--- src/rtl/spi_byte_engine_if.sv ---
// Control-side bus of the SPI byte engine.
// The ctrl-code decoder is the master; the engine is the slave.
interface spi_byte_engine_if #(
    parameter int DIV_W = 4
);
    logic             start;
    logic [7:0]       tx_data;
    logic [DIV_W-1:0] div;
    logic [1:0]       sel;
    logic             hold;
    logic             busy;
    logic             done;
    logic [7:0]       rx_data;

    modport master (
        output start, tx_data, div, sel, hold,
        input  busy, done, rx_data
    );

    modport slave (
        input  start, tx_data, div, sel, hold,
        output busy, done, rx_data
    );
endinterface

--- src/rtl/spi_byte_engine.sv ---
// SPI byte sequencer: one start strobe sends a byte as 8 SCK cycles
// (mode 0, MSB first) and returns the received byte with a done pulse.
// Each non-idle phase lasts div+1 CLK cycles; nSS can be held between
// bytes to build multi-byte frames.
module spi_byte_engine #(
    parameter int DIV_W = 4
) (
    input  logic              CLK,
    input  logic              RST,
    spi_byte_engine_if.slave  bus,
    output logic              SCK,
    output logic              MOSI,
    input  logic              MISO,
    output logic [1:0]        nSS
);

    typedef enum logic [2:0] {
        IDLE,
        LEAD,
        HI,
        LO,
        TRAIL
    } state_t;

    state_t           state;
    logic [DIV_W-1:0] cnt;
    logic [DIV_W-1:0] div_q;
    logic             hold_q;
    logic [6:0]       tx_sr;     // bits still to be sent after the current MOSI bit
    logic [7:0]       rx_sr;
    logic [2:0]       bitcnt;
    logic             busy_q;
    logic             done_q;
    logic [7:0]       rx_q;
    logic             phase_end;

    assign phase_end   = (cnt == '0);
    assign bus.busy    = busy_q;
    assign bus.done    = done_q;
    assign bus.rx_data = rx_q;

    // Transfer sequencer: phase timing, bit shifting and all pin/handshake outputs.
    // NOTE: every register here uses non-blocking assignment so all of them
    // update together on the edge and read each other's previous values.
    always_ff @(posedge CLK or posedge RST) begin
        if (RST) begin
            state  <= IDLE;
            cnt    <= '0;
            div_q  <= '0;
            hold_q <= 1'b0;
            tx_sr  <= '0;
            rx_sr  <= '0;
            bitcnt <= '0;
            busy_q <= 1'b0;
            done_q <= 1'b0;
            rx_q   <= '0;
            SCK    <= 1'b0;
            MOSI   <= 1'b0;
            nSS    <= 2'b11;
        end else begin
            // NOTE: done defaults low here so that it can only ever be a single-cycle pulse.
            done_q <= 1'b0;

            // Half-period counter reloads on every phase exit, otherwise counts down.
            if (state != IDLE) begin
                cnt <= phase_end ? div_q : cnt - DIV_W'(1);
            end

            case (state)
                IDLE: begin
                    if (bus.start) begin
                        tx_sr  <= bus.tx_data[6:0];
                        MOSI   <= bus.tx_data[7];
                        div_q  <= bus.div;
                        cnt    <= bus.div;
                        hold_q <= bus.hold;
                        nSS    <= bus.sel;
                        bitcnt <= '0;
                        busy_q <= 1'b1;
                        state  <= LEAD;
                    end
                end

                LEAD: begin
                    if (phase_end) begin
                        SCK   <= 1'b1;
                        state <= HI;
                    end
                end

                HI: begin
                    if (phase_end) begin
                        rx_sr <= {rx_sr[6:0], MISO};
                        SCK   <= 1'b0;
                        if (bitcnt == 3'd7) begin
                            state <= TRAIL;
                        end else begin
                            MOSI   <= tx_sr[6];
                            tx_sr  <= {tx_sr[5:0], 1'b0};
                            bitcnt <= bitcnt + 3'd1;
                            state  <= LO;
                        end
                    end
                end

                LO: begin
                    if (phase_end) begin
                        SCK   <= 1'b1;
                        state <= HI;
                    end
                end

                TRAIL: begin
                    if (phase_end) begin
                        rx_q   <= rx_sr;
                        done_q <= 1'b1;
                        busy_q <= 1'b0;
                        if (!hold_q) begin
                            nSS <= 2'b11;
                        end
                        state <= IDLE;
                    end
                end

                default: state <= IDLE;
            endcase
        end
    end

endmodule

--- src/flat_wrapper.sv ---
// flat-port wrapper written by rule: the top's interface ports become plain ports
module spi_byte_engine_flat 
#(
    parameter int DIV_W = 4
)
  (CLK, RST, SCK, MOSI, MISO, nSS, bus_start, bus_tx_data, bus_div, bus_sel, bus_hold, bus_busy, bus_done, bus_rx_data);
  spi_byte_engine_if #(.DIV_W(DIV_W)) bus_i ();
  input  logic CLK;
  input  logic RST;
  output logic SCK;
  output logic MOSI;
  input  logic MISO;
  output logic [1:0] nSS;
  input wire logic [$bits(bus_i.start)-1:0] bus_start;
  input wire logic [$bits(bus_i.tx_data)-1:0] bus_tx_data;
  input wire logic [$bits(bus_i.div)-1:0] bus_div;
  input wire logic [$bits(bus_i.sel)-1:0] bus_sel;
  input wire logic [$bits(bus_i.hold)-1:0] bus_hold;
  output wire logic [$bits(bus_i.busy)-1:0] bus_busy;
  output wire logic [$bits(bus_i.done)-1:0] bus_done;
  output wire logic [$bits(bus_i.rx_data)-1:0] bus_rx_data;
  assign bus_i.start = bus_start;
  assign bus_i.tx_data = bus_tx_data;
  assign bus_i.div = bus_div;
  assign bus_i.sel = bus_sel;
  assign bus_i.hold = bus_hold;
  assign bus_busy = bus_i.busy;
  assign bus_done = bus_i.done;
  assign bus_rx_data = bus_i.rx_data;
  spi_byte_engine #(.DIV_W(DIV_W)) u_core (.CLK(CLK), .RST(RST), .bus(bus_i), .SCK(SCK), .MOSI(MOSI), .MISO(MISO), .nSS(nSS));
endmodule
--- config.mk ---
export PLATFORM = sky130hd
export DESIGN_NAME = spi_byte_engine_flat
export DESIGN_NICKNAME = d
export VERILOG_FILES = /design/src/rtl/spi_byte_engine_if.sv /design/src/rtl/spi_byte_engine.sv /design/src/flat_wrapper.sv
export SDC_FILE = /design/constraint.sdc
export NUM_CORES = 1
export LEC_CHECK = 0
export BUFFER_PORTS_ARGS = -buffer_cell sky130_fd_sc_hd__buf_4
export CAP_MARGIN = 20
export CELL_PAD_IN_SITES_DETAIL_PLACEMENT = 0
export CELL_PAD_IN_SITES_GLOBAL_PLACEMENT = 1
export CORE_ASPECT_RATIO = 0.9
export CORE_UTILIZATION = 48
export DETAILED_ROUTE_END_ITERATION = 7
export GPL_TIMING_DRIVEN = 0
export HOLD_SLACK_MARGIN = 0.02
export PLACE_DENSITY = 0.94
export SKIP_LAST_GASP = 1
export SLEW_MARGIN = 10
export SYNTH_ARGS = -nofsm -noshare
export SYNTH_HDL_FRONTEND = slang
export SYNTH_SLANG_ARGS = --single-unit
--- constraint.sdc ---
create_clock -name CLK -period 4.7 [get_ports CLK]
set_input_delay 0 -clock CLK [delete_from_list [all_inputs] [get_ports CLK]]
set_output_delay 0 -clock CLK [all_outputs]
set_load 0.005 [all_outputs]
# After elaboration in Yosys (flattened, before gate mapping)
# Cells that the tools add are included.
# Widths: inputs -> output; s select.
[op_classes]
n_eq_ne = 11
add_sub_neg = 2
reduce_logical = 15
muxes = 33
[op_table]
columns = ["operator", "count"]
rows = [
  ["$mux 3", 8],
  ["$mux 7", 3],
  ["$mux 4", 4],
  ["$pmux 7 s2", 1],
  ["$pmux 3 s4", 1],
  ["$reduce_and 4->1", 3],
  ["$mux 1", 8],
  ["$eq 3x2->1 const B", 2],
  ["$eq 3x3->1 const B", 2],
  ["$mux 2", 3],
  ["$ne 2x1->1 const B", 3],
  ["$ne 2x2->1 const B", 3],
  ["$pmux 1 s2", 3],
  ["$pmux 3 s2", 1],
  ["$reduce_and 2->1", 3],
  ["$reduce_and 3->1", 2],
  ["$reduce_bool 2->1", 3],
  ["$logic_not 4->1", 1],
  ["$pmux 2 s2", 1],
  ["$sub 4x1->4 const B", 1],
  ["$add 3x1->3 const B", 1],
  ["$eq 3x1->1 const B", 1],
  ["$logic_not 3->1", 1],
  ["$reduce_bool 3->1", 1],
  ["$reduce_or 2->1", 1],
]
[totals]
inputBits = 19
regBits = 44
wordCells = 74

# Depth between registers and ports, before layout
# Gate-level depths: netlist of run 1.
[logic_depth]
ltp_word = 5
mapped_depth = 7
ltp_nobuf = 5

# Worst setup path after synthesis of run 1
# No wires, ideal clock.
[synth_timing]
kind = "register -> register"
start = "register u_core.cnt[0]"
end = "register u_core.MOSI"
required_time_ps = 4577
slack_ps = 3079
arrival_time_ps = 1498
n_path_buf = 2
period_less_slack_ps = 1621
stages_incl_launch_ff = 8
cell_sequence = "dfrtp_1 inv_1 ha_1 nor3b_2 buf_6 nand4_4 buf_6 o221a_1"
[synth_between]
elab_chain_len = 3
[synth_lines]
columns = ["element", "line_no", "rtl"]
rows = [
  ["from (decl)", "spi_byte_engine.sv:26", "logic [DIV_W-1:0] cnt;"],
  ["from (signal assigned)", "spi_byte_engine.sv:66", "cnt <= phase_end ? div_q : cnt - DIV_W'(1);"],
  ["from (signal assigned)", "spi_byte_engine.sv:75", "cnt <= bus.div;"],
  ["$logic_not 4->1", "spi_byte_engine.sv:37", "assign phase_end = (cnt == '0);"],
  ["$ne 2x1->1 (no source line)", "n/a", ""],
  ["$reduce_and 4->1 (no source line)", "n/a", ""],
  ["to (signal assigned)", "spi_byte_engine.sv:73", "MOSI <= bus.tx_data[7];"],
  ["to (signal assigned)", "spi_byte_engine.sv:98", "MOSI <= tx_sr[6];"],
  ["to (decl)", "spi_byte_engine.sv:12", "output logic MOSI,"],
]
# Every way passes these cells.
# A chain may end at the register's enable or synchronous reset.

# Final worst setup path of run 1
[layout_timing]
start = "register u_core.cnt[0]"
end = "register u_core.tx_sr[2]"
[layout_between]
elab_chain_len = 3
[layout_lines]
columns = ["element", "line_no", "rtl"]
rows = [
  ["$logic_not 4->1", "spi_byte_engine.sv:37", ""],
  ["$ne 2x1->1 (no source line)", "n/a", ""],
  ["$reduce_and 4->1 (no source line)", "n/a", ""],
  ["to (signal assigned)", "spi_byte_engine.sv:72", "tx_sr <= bus.tx_data[6:0];"],
  ["to (signal assigned)", "spi_byte_engine.sv:99", "tx_sr <= {tx_sr[5:0], 1'b0};"],
  ["to (decl)", "spi_byte_engine.sv:29", "logic [6:0] tx_sr;"],
]
# Every way passes these cells.

==> reports/metrics.cfg, run 1 <==
[floorplan]
start_util_pct=50.2
die_h_um=64.0
coreArea_um2=4070
rows=22
die-area_um2=4530
io_pins=33
die_w_um=70.8

[critical_path]
r2r-start=u_core.cnt[0]
worst-path-buf-inv=3
crit_arrival_ns=2.00
rrSetupSlack_ns=2.88
cp-startpoint=u_core.cnt[0]
slowest_delay_ns=0.40
critPathLaunchType=register
crit_type=register to register
path_max_fanout=10
cp_top_family=buffers and inverters
crit_chain=inv_1, ha_1, nor3b_2, buf_6, nand4_4, buf_6, o221a_1
path_common_cell=buf_6
critPathRequiredTime_ns=4.88
crit_slowest_cell=dfrtp_1
critPathCaptureType=register

[pwr]
leakage_nw=1.24
p_sw_share_pct=30.0
seq_power_share_pct=44.5
p_int_uw=927
peakVddDrop_v=0.000244
power_frac_clock_pct=25.7
combPwrFrac_pct=29.8
power_switching_uw=397
cellPowerDensity_nw_per_um2=505

[sta]
fmax_ghz=0.549
holdWs_ns=0.0507
timing.final.crit_share_pct=38.7
drv_slew=0
setup_slack_ns=2.88
setup_viol_count_final=0
relSlewSlack_pct=58.7
grt_setup_unrepaired=no
tns_ns=0
fin_crit_ns=1.82
hold_violations=0
skew_ns=0.00955
tightest_slew_ns=0.614

[synth]
synth_common_cells=42 x dfrtp_1, 24 x nand2_1, 16 x mux2_2, 8 x nand2b_1, 7 x inv_1
yosys.cell_types.count=41
netlist_instances=165
synthTopCellsByArea=dfrtp_1 51%, mux2_2 8.8%, nand2_1 4.4%
yosys_warnings=0
ys_seq_area_share_pct=53.9
synthArstFlopShare_pct=100
synth_edf_count=0
ys_ff_latch=44
syn_area_per_cell_um2=12.4
synth_most_common_cell=dfrtp_1
synth_area_um2=2050
yosys.area.top_type=dfrtp_1
synthesis.nets=187
ys_dominant_reg_cell=dfrtp_1
synth_top_area_share_pct=51.3

[place]
placed_area_um2=2370
gp_congestion=0.795
post-place-ws_ns=2.89
place_hpwl_um=3010
io_buffers=32

[layout]
synthToLayoutAreaGrowth_pct=27.9
n_antenna_cell=0
n_fill_cell=314
final_cell_area_um2=2620
seq_area_um2=1100
finish.net_count=238
drive_gt1_share_pct=37.8
multiInputGateArea_um2=835

[global_routing]
grt_pass1_vias=1535
antenna_found_initial=0
grt_max_degree=27
overflow=0
grt_usage_pct=20.9
grt_pass1_wl_um=7220

[run]
drv_cap=0

[clocking]
cts.sinks=44
clkLatencyLatePin_ns=0.30
numCtsBuffers=5
ctsHtreeMaxLevel=2
cts_tree=built
cts-resized-gates=0
cts_setup_buffers=0
cts_hold_buf=11
clkTransAtPathRegs_ns=0.08
cts_root_buf=clkbuf_8
cts_max_path_buffers=2

[routing]
drt-pass1-iter-count=4
antenna_left=0
via_per_inst=5.56
num_vias=1473
wirelength_um=4200
drt-initial-drc-count=119
drc_errors=0
wire_per_inst_um=15.8

[hold_path]
min_from=bus_tx_data[4]
min_path_type=input port to register

[status]
outcome=finished, final reports clean

[final cells by class]
class,count,area share (%)
inverter,7,1.00
clock buffer,6,2.77
sequential,44,42.2
clock inverter,2,2.29
tap,48,2.29
timing repair buffer,44,14.4
buffer,8,3.15
multi-input combinational,106,31.9
[power groups by stage]
stage | Sequential (mW) | Combinational, mW | Clock, mW
2_1_floorplan | 0.569 | 0.287 | 0
3_3_place_gp | 0.584 | 0.365 | 0
3_5_place_dp | 0.593 | 0.389 | 0
4_1_cts | 0.588 | 0.398 | 0.346
5_1_grt | 0.600 | 0.436 | 0.363
6_report | 0.589 | 0.394 | 0.340
[final timing paths]
path,endpoint,cells past startpoint
max in group asynchronous,u_core.nSS[0],4
setup / recovery,u_core.tx_sr[2],7
hold reg to reg,u_core.bus.busy,1
hold / removal,u_core.tx_sr[4],3
setup reg to reg,u_core.tx_sr[2],7
min in group asynchronous,u_core.tx_sr[3],3
[stage by stage]
step / std cells / util [%] / total power [mW]
floorplan: 165 / - / 0.855
global placement: 245 / 57.6 / 0.949
detailed placement: 246 / 58.3 / 0.983
CTS: 265 / 64.3 / 1.33
global route: 265 / 64.3 / 1.40
finish: 265 / 64.3 / 1.32
[state kept, by name, summed over array words and instances (netlist names)]
name,flops
u_core.MOSI,1
u_core.SCK,1
u_core.bitcnt,3
u_core.bus.busy,1
u_core.bus.done,1
u_core.bus.rx_data,8
u_core.cnt,4
u_core.div_q,4
u_core.hold_q,1
u_core.nSS,2
u_core.rx_sr,8
u_core.state,3
u_core.tx_sr,7
[per-layer routing]
metal | vias to the layer above | wire [µm] | GRT usage, %
li1 | 684 | - | -
met1 | 763 | 1850 | 25.7
met2 | 24 | 2210 | 36.8
met3 | 2 | 131 | 5.36
met4 | 0 | 13 | 5.25
met5 | - | 0 | 0
[cell usage in the layout, fill, tap and decap left out, types with 2 or more instances in the layout]
cell type      count
dfstp_2            2
dlygate4sd3_1     11
o211a_1            2
ha_1               3
nand2_1           24
or3b_2             2
clkbuf_8           5
o21ai_0            2
mux2_2            16
o221a_1            6
mux2i_1            5
bufinv_16          2
nand2b_1           8
nor3b_2            2
dfrtp_1           42
inv_1              6
nor4b_1            2
a21oi_1            4
buf_4             34
nor2_1             6
buf_6              6
a21oi_2            2
[tightest hold or removal path, stage by stage]
cell	delay [ns]
buf_4	0.07
nand2b_1	0.08
o221a_1	0.16
[logic make-up (layout without fill, tap and decap cells)]
group           count (synthesis)  count (layout)  synth area share [%]
compound gates                 26              26                  10.9
fa+ha+maj                       3               3                  1.83
buf+inv                        15              67                  5.32
flops                          44              44                  53.9
mux                            21              21                  11.2
simple gates                   56              56                  16.7
Note: power is estimated with default switching activity, not from simulation.
==> inputs of run 2 (changes only) <==
- CORE_UTILIZATION: 48 -> 44
- PLACE_DENSITY: 0.94 -> 0.88
- clock period: 4.7 -> 1.9 ns (I/O delays scaled with it)
==> reports/metrics.cfg, run 2 (synthesis gave the netlist of run 1 again) <==
[critical_path]
r2r-end=u_core.tx_sr[5]
crit_slowest_cell=dfrtp_1
path_max_fanout=10
rrSetupSlack_ns=0.15
critPathCaptureType=register
endpoint=u_core.tx_sr[5]
crit_arrival_ns=1.93
cp-startpoint=u_core.cnt[0]
path_depth=7
crit_chain=inv_1, ha_2, nor3b_2, buf_6, nand4_4, buf_6, o221a_1
path_common_cell=buf_6
worst-path-buf-inv=3
r2r-start=u_core.cnt[0]
slowest_delay_ns=0.39
critPathLaunchType=register
crit_type=register to register
critPathRequiredTime_ns=2.08
r2r_cells=7
cp_top_family=buffers and inverters

[global_routing]
antenna_found_initial=0
grt_max_degree=25
grt_pass1_wl_um=6240
grt_usage_pct=17.3
overflow=0
grt_pass1_vias=1351

[clocking]
cts_root_buf=clkbuf_8
ctsHtreeMaxLevel=2
clkLatencyLatePin_ns=0.29
numCtsBuffers=5
clkTransAtPathRegs_ns=0.08
cts_tree=built
cts_setup_buffers=0
cts_max_path_buffers=2
cts.sinks=44

[layout]
finish.net_count=238
n_fill_cell=392
drive_gt1_share_pct=38.7
synthToLayoutAreaGrowth_pct=27.8
n_antenna_cell=0
final_common_cell=dfrtp_1
final_cell_area_um2=2620
mostFrequentLayoutCells=42 x dfrtp_1, 34 x buf_4, 24 x nand2_1, 16 x mux2_2, 11 x dlygate4sd3_1

[sta]
drv_slew=0
tightest_slew_ns=0.621
tns_ns=0
grt_setup_unrepaired=no
setup_viol_count_final=0
fmax_ghz=0.571
fin_crit_ns=1.75
hold_violations=0
timing.final.crit_share_pct=92.2
relSlewSlack_pct=58.3
skew_ns=0.00451
holdWs_ns=0.0441

[place]
placed_area_um2=2390
gp_congestion=0.713
place_hpwl_um=2560
io_buffers=32

[routing]
drt-pass1-iter-count=4
wire_per_inst_um=13.2
drc_errors=0
drt-initial-drc-count=67
via_per_inst=5.02
num_vias=1400
wirelength_um=3690
antenna_left=0

[floorplan]
start_util_pct=45.9
die-area_um2=4930
rows=23
coreArea_um2=4460
die_w_um=73.9
die_h_um=66.7
io_pins=33

[status]
outcome=finished, final reports clean

[hold_path]
min_path_type=input port to register

[pwr]
leakage_nw=1.23
cellPowerDensity_nw_per_um2=1180
peakVddDrop_v=0.000559

[run]
drv_cap=0

-- run 2: worst min-delay path by stage --
stage                         startpoint                    end  slack [ns]  cells past startpoint
after global placement          bus_hold          u_core.hold_q        0.20                      3
after floorplan               bus_div[0]        u_core.div_q[0]        0.11                      2
after CTS                 bus_tx_data[6]        u_core.tx_sr[6]        0.04                      3
after detailed placement             RST  u_core.bus.rx_data[5]        0.05                      2
final                     bus_tx_data[6]        u_core.tx_sr[6]        0.04                      3
after global routing      bus_tx_data[4]        u_core.tx_sr[4]        0.04                      3
-- run 2: area by class of cell --
type                       instances  area (µm²)  share of cell area, %
timing repair buffer              44         378                   14.4
inverter                           7        26.3                   1.00
buffer                             8        82.6                   3.16
multi-input combinational        106         837                   32.0
clock inverter                     3        42.5                   1.63
tap                               62        77.6                   2.97
clock buffer                       5        68.8                   2.63
sequential                        44        1100                   42.2
-- run 2: per-stage QoR --
step	setup slack [ns]	power [mW]	utilization [%]	std cells
final	0.149	3.09	58.7	279
after global routing	0.0173	3.32	58.7	279
after CTS	0.0917	3.13	58.6	279
after detailed placement	0.110	2.39	53.6	260
after global placement	0.118	2.36	53.0	259
after floorplan	0.279	2.12	-	165
-- run 2: repair_timing --
| action | in CTS | in global routing |
|---|---|---|
| endpoints found under the hold margin | 31 | 0 |
| resized for setup | 0 | 1 |
| endpoints found under the setup margin | 0 | 8 |
| hold buffers | 11 | 0 |
-- run 2: worst min-delay path, stage by stage --
cell and delay (ns):
buf_4 0.07, nand2b_1 0.08, o221a_1 0.15
-- run 2: layer usage --
metal  routed length, µm  global-route usage [%]  share of wire, %
met5                   0                       0                 0
met4                  50                    7.21               1.4
met3                 111                    4.08               3.0
met2                1810                    26.9                49
met1                1710                    23.1                46
-- run 2: where the power goes --
group          switching [mW]  internal (mW)
combinational           0.427          0.528
clock                   0.315          0.389
sequential              0.193           1.24
==> inputs of run 3 (changes only) <==
- clock period: 1.9 -> 1.75 ns (I/O delays scaled with it)
==> reports/metrics.cfg, run 3 (synthesis gave the netlist of run 1 again) <==
[status]
outcome=finished, final reports clean

[pwr]
p_int_mw=2.38
combPwrFrac_pct=32.0
power_switching_mw=1.04
peakVddDrop_v=0.000619
p_sw_share_pct=30.4
cellPowerDensity_nw_per_um2=1290
leakage_nw=1.25
power_frac_clock_pct=22.3
seq_power_share_pct=45.7

[floorplan]
die-area_um2=4930
die_w_um=73.9
io_pins=33
die_h_um=66.7
coreArea_um2=4460
rows=23
start_util_pct=45.9

[sta]
hold_violations=0
skew_ns=0.00598
relSlewSlack_pct=56.7
fin_crit_ns=1.65
drv_slew=0
tightest_slew_ns=0.644
setup_viol_count_final=0
fmax_ghz=0.605
timing.final.crit_share_pct=94.4
holdWs_ns=0.0446
grt_setup_unrepaired=no

[layout]
synthToLayoutAreaGrowth_pct=29.7
mostFrequentLayoutCells=42 x dfrtp_1, 37 x buf_4, 24 x nand2_1, 16 x mux2_2, 11 x dlygate4sd3_1
finish.net_count=241
final_common_cell=dfrtp_1
drive_gt1_share_pct=40.0
final-instance-count-excl-fill=282
n_antenna_cell=0
fin_util_pct=59.5

[critical_path]
r2r-start=u_core.cnt[0]
cp-startpoint=u_core.cnt[0]
crit_arrival_ns=1.83
critPathLaunchType=register
path_common_cell=buf_6
slowest_delay_ns=0.40
critPathRequiredTime_ns=1.93
path_max_fanout=10
crit_chain=inv_2, ha_4, nor3b_4, buf_6, nand4_4, buf_6, o221a_1
crit_slowest_cell=dfrtp_1
rrSetupSlack_ns=0.1
critPathCaptureType=register
crit_type=register to register

[routing]
num_vias=1431
wirelength_um=3690
wire_per_inst_um=13.1
antenna_left=0
drt-initial-drc-count=53
drt-pass1-iter-count=4
via_per_inst=5.07
drc_errors=0

[hold_path]
min_from=bus_tx_data[6]
min_path_type=input port to register

[clocking]
numCtsBuffers=5
ctsHtreeMaxLevel=2
cts_max_path_buffers=2
clkLatencyLatePin_ns=0.30
cts_root_buf=clkbuf_8
cts_tree=built
cts.sinks=44
clkTransAtPathRegs_ns=0.08

[place]
gp_congestion=0.713
placedCellCount=260
place_hpwl_um=2560
io_buffers=32

[global_routing]
grt_pass1_wl_um=6240
antenna_found_initial=0
grt_max_degree=25
overflow=0
grt_pass1_vias=1351
grt_usage_pct=17.3

[run]
drv_cap=0

-- run 3: path summary, 6_finish.rpt --
check | end | cells after the start
setup / recovery | u_core.tx_sr[5] | 7
hold / removal | u_core.tx_sr[6] | 3
setup reg to reg | u_core.tx_sr[5] | 7
hold reg to reg | u_core.hold_q | 2
max in group asynchronous | u_core.SCK | 4
min in group asynchronous | u_core.rx_sr[5] | 3
-- run 3: metrics by stage --
| stage | power [mW] | instance area, µm² | TNS, ns | setup WS [ns] |
|---|---|---|---|---|
| floorplan | 2.30 | 2050 | 0 | 0.129 |
| global placement | 2.56 | 2360 | -0.160 | -0.0315 |
| detailed placement | 2.60 | 2390 | -0.309 | -0.0400 |
| CTS | 3.42 | 2630 | 0 | 0.0337 |
| global route | 3.67 | 2660 | 0 | 0.00228 |
| finish | 3.43 | 2660 | 0 | 0.0984 |
-- run 3: cell type report --
cell class              instances  area (µm²)
plain buffers                   8        82.6
clock buffers                   5        68.8
clock inverters                 3        42.5
fillers                       386        1810
inverters                       7        26.3
multi-input cells             106         853
flip-flops and latches         44        1100
well taps                      62        77.6
repair buffers                 47         400
-- run 3: power groups by stage --
stage	sequential, mW	clock, mW	combinational (mW)
2_1_floorplan	1.53	0	0.770
4_1_cts	1.56	0.781	1.08
3_5_place_dp	1.58	0	1.02
5_1_grt	1.61	0.831	1.23
3_3_place_gp	1.57	0	0.986
6_report	1.57	0.764	1.10
-- run 3: worst max-delay path, delay by kind of cell, from the launching register on --
family | cells | cell delay [ns]
AO/OA/AOI/OAI | 1 | 0.25
adder cells (fa/ha/maj) | 1 | 0.17
buffers and inverters | 3 | 0.42
flip-flops | 1 | 0.40
AND/OR/NAND/NOR | 2 | 0.30
-- run 3: what timing repair did --
item,4_1_cts,5_1_grt
endpoints found under the hold margin,31,0
hold buffers,11,0
gates resized for setup,2,2
buffers inserted,0,3
setup endpoints to repair,16,16
-- run 3: per-layer routing --
layer	GRT usage (%)	vias to the layer above	share of wire, %	wire [µm]
li1	-	695	-	-
met1	23.1	706	46	1700
met2	26.9	26	50	1830
met3	4.08	4	3.0	111
met4	7.21	0	1.4	50
met5	0	-	0	0
